[src/rtl/hamming_dsss_tx_pkg.sv]
// Shared types and helpers for the Hamming(7,4) + DSSS transmit coder.
package hdsss_pkg;

  typedef enum logic [1:0] {
    IDLE,
    HEAD,
    FSYNC,
    DATA
  } state_t;

  localparam logic [1:0] SYM_IDLE = 2'b10;
  localparam logic [1:0] SYM_ONE  = 2'b01;
  localparam logic [1:0] SYM_ZERO = 2'b11;

  // Bit 6 is sent first: {p1, p2, d0, p3, d1, d2, d3}.
  function automatic logic [6:0] hamming_encode(input logic [3:0] d);
    logic p1, p2, p3;
    p1 = d[0] ^ d[1] ^ d[3];
    p2 = d[0] ^ d[2] ^ d[3];
    p3 = d[1] ^ d[2] ^ d[3];
    return {p1, p2, d[0], p3, d[1], d[2], d[3]};
  endfunction

endpackage

[src/rtl/hamming_dsss_tx_mseq_gen.sv]
// Fibonacci m-sequence generator with synchronous reload; shared with the despreader.
module mseq_gen #(
  parameter int unsigned        LEN  = 5,
  parameter logic [LEN-1:0]     TAPS = LEN'(5'b10100),
  parameter logic [LEN-1:0]     SEED = LEN'(5'b00001)
) (
  input  logic clk,
  input  logic rst_n,
  input  logic load,
  input  logic adv,
  output logic chip
);

  logic [LEN-1:0] state;

  always_ff @(posedge clk or negedge rst_n) begin
    if (!rst_n) begin
      state <= SEED;
    end else if (load) begin
      state <= SEED;
    end else if (adv) begin
      state <= {state[LEN-2:0], ^(state & TAPS)};
    end
  end

  assign chip = state[LEN-1];

endmodule

[src/rtl/hamming_dsss_tx.sv]
// Transmit coder: head sync, then repeating frame sync + Hamming(7,4) codewords, each bit spread by an m-sequence.
module hamming_dsss_tx
  import hdsss_pkg::*;
#(
  parameter int unsigned             LFSR_LEN      = 5,
  parameter logic [LFSR_LEN-1:0]     LFSR_TAPS     = LFSR_LEN'(5'b10100),
  parameter logic [LFSR_LEN-1:0]     LFSR_SEED     = LFSR_LEN'(5'b00001),
  parameter int unsigned             HEAD_ONES     = 10,
  parameter int unsigned             SYNC_LEN      = 7,
  parameter int unsigned             FRAME_NIBBLES = 32
) (
  input  logic       clk31,
  input  logic       rst_n,
  input  logic       send_ena,
  input  logic [3:0] in_data,
  input  logic       in_valid,
  output logic       in_ready,
  output logic [1:0] out_data,
  output logic       frame_start,
  output logic       underrun
);

  localparam int unsigned CHIPS    = (1 << LFSR_LEN) - 1;
  localparam int unsigned SPAN_HS  = (HEAD_ONES + 1 > SYNC_LEN) ? HEAD_ONES + 1 : SYNC_LEN;
  localparam int unsigned BIT_SPAN = (SPAN_HS > 7) ? SPAN_HS : 7;
  localparam int unsigned BW       = $clog2(BIT_SPAN);
  localparam int unsigned CWW      = (FRAME_NIBBLES > 1) ? $clog2(FRAME_NIBBLES) : 1;

  localparam logic [LFSR_LEN-1:0] CHIP_LAST   = LFSR_LEN'(CHIPS - 1);
  localparam logic [BW-1:0]       HEAD_ONES_B = BW'(HEAD_ONES);
  localparam logic [BW-1:0]       SYNC_LAST   = BW'(SYNC_LEN - 1);
  localparam logic [BW-1:0]       CW_BIT_LAST = BW'(6);
  localparam logic [CWW-1:0]      CW_LAST     = CWW'(FRAME_NIBBLES - 1);

  state_t              state, st_nxt;
  logic [LFSR_LEN-1:0] chip_cnt;
  logic [BW-1:0]       bit_cnt;
  logic [CWW-1:0]      cw_cnt;
  logic                buf_full, buf_nxt;
  logic [3:0]          buf_data;
  logic [6:0]          cw_reg;
  logic [6:0]          cw_word;
  logic                chip, tx, last_chip, cw_start, accept, cur_bit;
  logic                lfsr_load, lfsr_adv;

  assign tx        = send_ena && (state != IDLE);
  assign last_chip = (chip_cnt == CHIP_LAST);
  assign cw_start  = (state == DATA) && (chip_cnt == '0) && (bit_cnt == '0);
  assign accept    = send_ena && in_valid && in_ready;
  assign cw_word   = hamming_encode(buf_full ? buf_data : 4'b0000);
  assign lfsr_load = !tx || last_chip;
  assign lfsr_adv  = tx && !last_chip;

  mseq_gen #(
    .LEN  (LFSR_LEN),
    .TAPS (LFSR_TAPS),
    .SEED (LFSR_SEED)
  ) u_mseq (
    .clk   (clk31),
    .rst_n (rst_n),
    .load  (lfsr_load),
    .adv   (lfsr_adv),
    .chip  (chip)
  );

  always_comb begin
    st_nxt = state;
    if (!send_ena) begin
      st_nxt = IDLE;
    end else begin
      case (state)
        IDLE:  st_nxt = HEAD;
        HEAD:  if (last_chip && bit_cnt == HEAD_ONES_B) st_nxt = FSYNC;
        FSYNC: if (last_chip && bit_cnt == SYNC_LAST) st_nxt = DATA;
        DATA:  if (last_chip && bit_cnt == CW_BIT_LAST && cw_cnt == CW_LAST) st_nxt = FSYNC;
        default: st_nxt = IDLE;
      endcase
    end

    // An empty buffer at a codeword start can still be loaded in that same cycle.
    buf_nxt = buf_full;
    if (cw_start) buf_nxt = 1'b0;
    if (accept)   buf_nxt = 1'b1;
    if (!send_ena) buf_nxt = 1'b0;

    cur_bit = 1'b0;
    case (state)
      HEAD:    cur_bit = (bit_cnt < HEAD_ONES_B);
      DATA:    cur_bit = cw_start ? cw_word[6] : cw_reg[3'd6 - bit_cnt[2:0]];
      default: cur_bit = 1'b0;
    endcase
  end

  always_ff @(posedge clk31 or negedge rst_n) begin
    if (!rst_n) begin
      state       <= IDLE;
      chip_cnt    <= '0;
      bit_cnt     <= '0;
      cw_cnt      <= '0;
      buf_full    <= 1'b0;
      buf_data    <= '0;
      cw_reg      <= '0;
      in_ready    <= 1'b0;
      out_data    <= SYM_IDLE;
      frame_start <= 1'b0;
      underrun    <= 1'b0;
    end else begin
      state       <= st_nxt;
      buf_full    <= buf_nxt;
      in_ready    <= send_ena && (st_nxt == FSYNC || st_nxt == DATA) && !buf_nxt;
      frame_start <= tx && (state == FSYNC) && (chip_cnt == '0) && (bit_cnt == '0);
      underrun    <= tx && cw_start && !buf_full;
      out_data    <= tx ? ((cur_bit ^ chip) ? SYM_ONE : SYM_ZERO) : SYM_IDLE;

      if (accept) buf_data <= in_data;
      if (cw_start) cw_reg <= cw_word;

      if (!tx) begin
        chip_cnt <= '0;
        bit_cnt  <= '0;
        cw_cnt   <= '0;
      end else if (!last_chip) begin
        chip_cnt <= chip_cnt + 1'b1;
      end else begin
        chip_cnt <= '0;
        if (st_nxt != state) begin
          bit_cnt <= '0;
          cw_cnt  <= '0;
        end else if (state == DATA && bit_cnt == CW_BIT_LAST) begin
          bit_cnt <= '0;
          cw_cnt  <= cw_cnt + 1'b1;
        end else begin
          bit_cnt <= bit_cnt + 1'b1;
        end
      end
    end
  end

endmodule

[config.mk]
export PLATFORM = sky130hd
export DESIGN_NAME = hamming_dsss_tx
export DESIGN_NICKNAME = d
export VERILOG_FILES = /design/src/rtl/hamming_dsss_tx_pkg.sv /design/src/rtl/hamming_dsss_tx_mseq_gen.sv /design/src/rtl/hamming_dsss_tx.sv
export SDC_FILE = /design/constraint.sdc
export NUM_CORES = 1
export LEC_CHECK = 0
export BUFFER_PORTS_ARGS = -buffer_cell sky130_fd_sc_hd__buf_2
export CAP_MARGIN = 20
export CELL_PAD_IN_SITES_DETAIL_PLACEMENT = 2
export CELL_PAD_IN_SITES_GLOBAL_PLACEMENT = 2
export CORE_ASPECT_RATIO = 0.5
export CORE_MARGIN = 5
export CORE_UTILIZATION = 39
export CTS_CLUSTER_SIZE = 25
export DETAILED_ROUTE_END_ITERATION = 12
export HOLD_SLACK_MARGIN = 0.1
export MAX_ROUTING_LAYER = met4
export PLACE_DENSITY = 0.81
export SYNTH_ARGS = -nofsm -noshare
export SYNTH_HDL_FRONTEND = slang
export SYNTH_HIERARCHICAL = 1
export SYNTH_SLANG_ARGS = --single-unit
[constraint.sdc]
create_clock -name clk31 -period 3.2 [get_ports clk31]
set_clock_uncertainty 0.2 [all_clocks]
set_input_delay 0.48 -clock clk31 [delete_from_list [all_inputs] [get_ports clk31]]
set_output_delay 0.48 -clock clk31 [all_outputs]
set_load 0.02 [all_outputs]
**Yosys cells after proc, flatten, opt, wreduce, memory -nomap -nowiden**

Index checks and enable logic that the tools add are counted.

- Bitwise logic cells: 7
- Eq/ne operators: 12
- $lt $le $gt $ge: 2
- Multiplexer cells: 27
- Add/subtract/negate cells: 4
- Reductions and logical operators: 30

Operator list:

| operator | count |
|---|---|
| 5-bit two-way mux | 8 |
| 4-bit two-way mux | 5 |
| 1-bit logical AND | 17 |
| 2-bit two-way mux | 6 |
| 5-bit by 1-bit adder with 5-bit output (second input constant) | 2 |
| 5-bit == test (second input constant) | 2 |
| 2-bit == test (second input constant) | 4 |
| 2-bit one-hot mux with 4 select lines | 1 |
| 1-bit bitwise XOR | 7 |
| 5-bit logical NOT | 1 |
| 1-bit two-way mux | 5 |
| 5-bit XOR reduction | 1 |
| 4-bit by 1-bit adder with 4-bit output (second input constant) | 1 |
| 4-bit by 3-bit == test with 1-bit output (second input constant) | 1 |
| 4-bit == test (second input constant) | 1 |
| 1-bit logical NOT | 4 |
| 4-bit logical NOT | 1 |
| 3-bit by 4-bit less-than comparator with 1-bit output (second input constant) | 1 |
| 4-bit less-than comparator (second input constant) | 1 |
| 2-bit nonzero test | 2 |
| 1-bit binary-select mux with 3-bit select | 1 |
| 3-bit by 1-bit != test with 1-bit output (second input constant) | 1 |
| 3-bit subtractor (first input constant) | 1 |
| 2-bit by 1-bit == test with 1-bit output (second input constant) | 1 |
| other kinds (6) | 7 |

- Word-level logic and storage cells: 94
- Register bits: 38

**Depth between registers and ports, before layout**

- Depth in word-level cells: 10
- Depth in mapped cells: 8
- Gate-level depth less buffers: 8

**Cells and area by module**

The synthesis kept the hierarchy.

By module, submodules not included:

| module | area each (um^2) | sequential area each (um^2) | cells each | times used |
|---|---|---|---|---|
| hamming_dsss_tx | 1727.9 | 827.0 | 167 | 1 |
| mseq_gen | 212.7 | 126.4 | 18 | 1 |

**Worst setup path before layout**

OpenSTA, ideal clock, no wires.

- Path kind: register to register
- Start: register cw_cnt[0]
- End: register bit_cnt[3]
- Period minus slack after synthesis: 2.325 ns
- Slack: 0.875 ns
- Arrival time: 2.042 ns
- Data required time: 2.917 ns
- Cell stages (with the launch flop): 9
- Cells stage by stage: dfrtp_1 > ha_1 > and3_1 > ha_1 > nand2b_1 > a21o_1 > a32o_1 > or4_1 > o21ai_0

- Word-level cells in the longest chain between the ends: 9

RTL lines:

| what | line | text |
|---|---|---|
| from (decl) | hamming_dsss_tx.sv:38 | `logic [CWW-1:0] cw_cnt;` |
| from (signal assigned) | hamming_dsss_tx.sv:131 | `cw_cnt <= cw_cnt + 1'b1;` |
| 5-bit == test | hamming_dsss_tx.sv:75 | `DATA: if (last_chip && bit_cnt == CW_BIT_LAST && cw_cnt == CW_LAST) st_nxt = FSYNC;` |
| 1-bit logical AND | hamming_dsss_tx.sv:75 |  |
| 2-bit two-way mux | hamming_dsss_tx.sv:75 |  |
| 2-bit one-hot mux with 4 select lines | hamming_dsss_tx.sv:71 | `case (state)` |
| 2-bit two-way mux | hamming_dsss_tx.sv:68 | `if (!send_ena) begin` |
| 2-bit != test | hamming_dsss_tx.sv:126 | `if (st_nxt != state) begin` |
| 4-bit two-way mux | hamming_dsss_tx.sv:126 |  |
| 4-bit two-way mux | hamming_dsss_tx.sv:122 | `end else if (!last_chip) begin` |
| 4-bit two-way mux | hamming_dsss_tx.sv:118 | `if (!tx) begin` |
| to (signal assigned) | hamming_dsss_tx.sv:133 | `bit_cnt <= bit_cnt + 1'b1;` |
| to (decl) | hamming_dsss_tx.sv:37 | `logic [BW-1:0] bit_cnt;` |

Every way passes these cells. The select of a mux whose other input is x is not followed.
A chain may end at the register's enable or synchronous reset.

**Worst setup path after layout**

- Start: register cw_cnt[0]
- End: register cw_cnt[3]

- Word-level cells in the longest chain between the ends: 9
- Elaborated cells on any way between the ends: 13

RTL lines:

| what | line |
|---|---|
| 5-bit == test | hamming_dsss_tx.sv:75 |
| 1-bit logical AND | hamming_dsss_tx.sv:75 |
| 2-bit two-way mux | hamming_dsss_tx.sv:75 |
| 2-bit one-hot mux with 4 select lines | hamming_dsss_tx.sv:71 |
| 2-bit two-way mux | hamming_dsss_tx.sv:68 |
| 2-bit != test | hamming_dsss_tx.sv:126 |
| 5-bit two-way mux | hamming_dsss_tx.sv:126 |
| 5-bit two-way mux | hamming_dsss_tx.sv:122 |
| 5-bit two-way mux | hamming_dsss_tx.sv:118 |

Parallel ways exist; a longest one is shown, timed or not. The select of a mux whose other input is x is not followed.

==> flow_metrics.tcl <==
set metrics [dict create \
    status "finished, final reports clean" \
    period_share 0.812 \
    start_util 0.399 \
    ctsResizeCount 0 \
    yosysMostFrequentCell "dfrtp_1" \
    ant_nets 0 \
    final_hold_viol_count 0 \
    postPlaceCellArea_um2 2070 \
    globalplace.congestion 0.746 \
    cp-end-kind "register" \
    synth_async_sr_flop_share 1.00 \
    wl_met3_um 162 \
    synthAdderAreaFrac 0.0580 \
    drive_gt1_frac 0.164 \
    synth-simple-area-share 0.182 \
    io_buffers 12 \
    reg2regPathDepth 8 \
    worstPathMaxFanout 5 \
    synth_cell_type_count 46 \
    critPathLaunchType "register" \
    wl_met1_mm 2.29 \
    ys_ff_latch 38 \
    grt_usage 0.188 \
    wl_met2_mm 2.65 \
    setup_viol 0 \
    postCtsSetupBuffers 0 \
    worst-setup-path-type "register to register" \
    grt_pass1_wl_mm 8.69 \
    io-pin-count 13 \
    cts_tree "yes" \
    grt_pass1_vias 1659 \
    antenna_found_initial 0 \
    fin_setup_tns_ps 0 \
    worstHoldStart "in_data[2]" \
    hold_path_end "buf_data[2]" \
    synth_seq_area_share 0.491 \
    avgSynthCellArea_um2 10.5 \
    insertion_delay_ps 300 \
    relSlewSlack 0.443 \
    cts_max_level 2 \
    rsz0062_at_grt "no" \
    r2r_start "cw_cnt[0]" \
    die-area_um2 6570 \
    final.min_clock_period_ps 2600 \
    root_buffer "clkbuf_8" \
    routed_wl_mm 5.16 \
    dp_hpwl_mm 3.64 \
    syn_nets 202 \
    synthTopCellsByArea "dfrtp_1 46%, ha_1 5.8%, nand2_1 3.9%, mux2i_1 3.6%, mux2_2 3.5%" \
    crit_required_ps 3240 \
    whs_path_depth 2 \
    pwr_density_cell_nw_per_um2 500 \
    largest_register_ffs 7 \
    cp_num_buf_inv 0 \
    muxShareOfSynthArea 0.0825 \
    synth-edff-count 0 \
    slowest_delay_ps 570 \
    maxCapViolations 0 \
    synth_common_cells "36 x dfrtp_1, 20 x nand2_1, 13 x nor2_1" \
    cts_buffer_depth 2 \
    peakVddDrop_v 0.000187 \
    yosysWarnings 6 \
    tritoncts.num_buffers 5 \
    top_layer "met4" \
    antenna_cells 0 \
    die_w_um 110 \
    cp_top_family "compound AO/OA/AOI/OAI gates" \
    first_iter_violations 44 \
    synth_cells 185 \
    synth.cell_area_um2 1940 \
    core_um2 4860 \
    cts.clk_slew.worst_paths_ps 80 \
    vias_per_cell 5.38 \
    leakage_nw 1.03 \
    fp.dieH_um 59.9 \
    numClockSinks 38 \
    min_path_type "primary input to register" \
    regToRegSetupSlack_ps 600 \
    synth.top_cell.area_share 0.464 \
    tightest_slew_ps 835 \
    synth_top_family_by_area "simple AND/OR/NAND/NOR gates" \
    synth_xor_area_frac 0.0477 \
    grt_max_degree 39 \
    nets 217 \
    first_pass_iters 4 \
    vias 1459 \
    area_growth_pct 14.4 \
    postLayoutCellArea_um2 2220 \
    std_cell_rows 18 \
    synth-compound-area-share 0.0986 \
    slowest_stage "a211oi_1" \
    crit_chain "ha_1 > and3_1 > ha_1 > nand2b_1 > a21o_1 > a211oi_1 > a21o_1 > a22o_1" \
    slew_viol_final 0 \
    overflow 0 \
    routedWlPerCell_um 19.0 \
    synth_top_cell_by_area "dfrtp_1" \
    reg2reg_to "cw_cnt[3]" \
    synth-main-ff-cell "dfrtp_1" \
    fmax_mhz 385 \
    arrival_ps 2640 \
    drc 0 \
]
through the flow:
step                       util  hold slack, ps  worst slack (ps)  cells  total power (W)
after floorplan               -           -15.6               875    185         0.000562
after global placement    0.425             262               797    262         0.000592
after detailed placement  0.425             275               677    262         0.000597
after CTS                 0.456             196               612    271          0.00112
after global routing      0.456             195               442    271          0.00116
final                     0.456             206               603    271          0.00111
cell type report:
| class | instances | area [um2] |
|---|---|---|
| fillers | 522 | 2650 |
| flip-flops and latches | 38 | 953 |
| multi-input cells | 130 | 910 |
| repair buffers | 16 | 92.6 |
| well taps | 70 | 87.6 |
| clock buffers | 6 | 82.6 |
| clock inverters | 2 | 60.1 |
| inverters | 9 | 33.8 |
routing by layer:
layer  GRT usage  up-vias
met5           -        -
met4      0.0639        0
met3      0.0421        7
met2       0.328       19
met1       0.216      757
li1            -      676
logic make-up after synthesis:
| kind of cell | Yosys count |
|---|---|
| compound gates | 28 |
| xor+xnor | 9 |
| fa+ha+maj | 9 |
| buf+inv | 17 |
| flops | 38 |
| mux | 14 |
| simple gates | 70 |
repair_timing:
item / CTS / global route
endpoints found under the hold margin: 1 / 0
endpoints found under the setup margin: 0 / 0
hold buffers: 1 / 0
placed cells by master, fill, tap and decap left out, types with 6 or more instances in the layout:
cell type	Yosys	layout
nand2_1	20	20
ha_1	9	9
o21ai_0	9	9
clkbuf_8	0	6
mux2_2	6	6
dfrtp_1	36	36
nand3_1	12	12
mux2i_1	7	7
inv_1	8	8
nor2_1	13	13
buf_2	2	12
worst max path at each step:
| stage | start | endpoint | slack, ps | cells after the start |
|---|---|---|---|---|
| after floorplan | cw_cnt[0] | bit_cnt[3] | 880 | 8 |
| after global placement | cw_cnt[0] | bit_cnt[3] | 800 | 8 |
| after detailed placement | cw_cnt[0] | cw_cnt[3] | 680 | 8 |
| after CTS | cw_cnt[0] | cw_cnt[3] | 610 | 8 |
| after global routing | chip_cnt[0] | cw_cnt[3] | 440 | 8 |
| final | cw_cnt[0] | cw_cnt[3] | 600 | 8 |
power by group:
part | leakage, nW | internal [W] | switching (W)
logic | 0.443 | 0.0000321 | 0.0000560
registers | 0.517 | 0.000489 | 0.0000126
clock network | 0.0714 | 0.000333 | 0.000187
total | 1.03 | 0.000853 | 0.000255
Power figures use the tool's default switching activity.
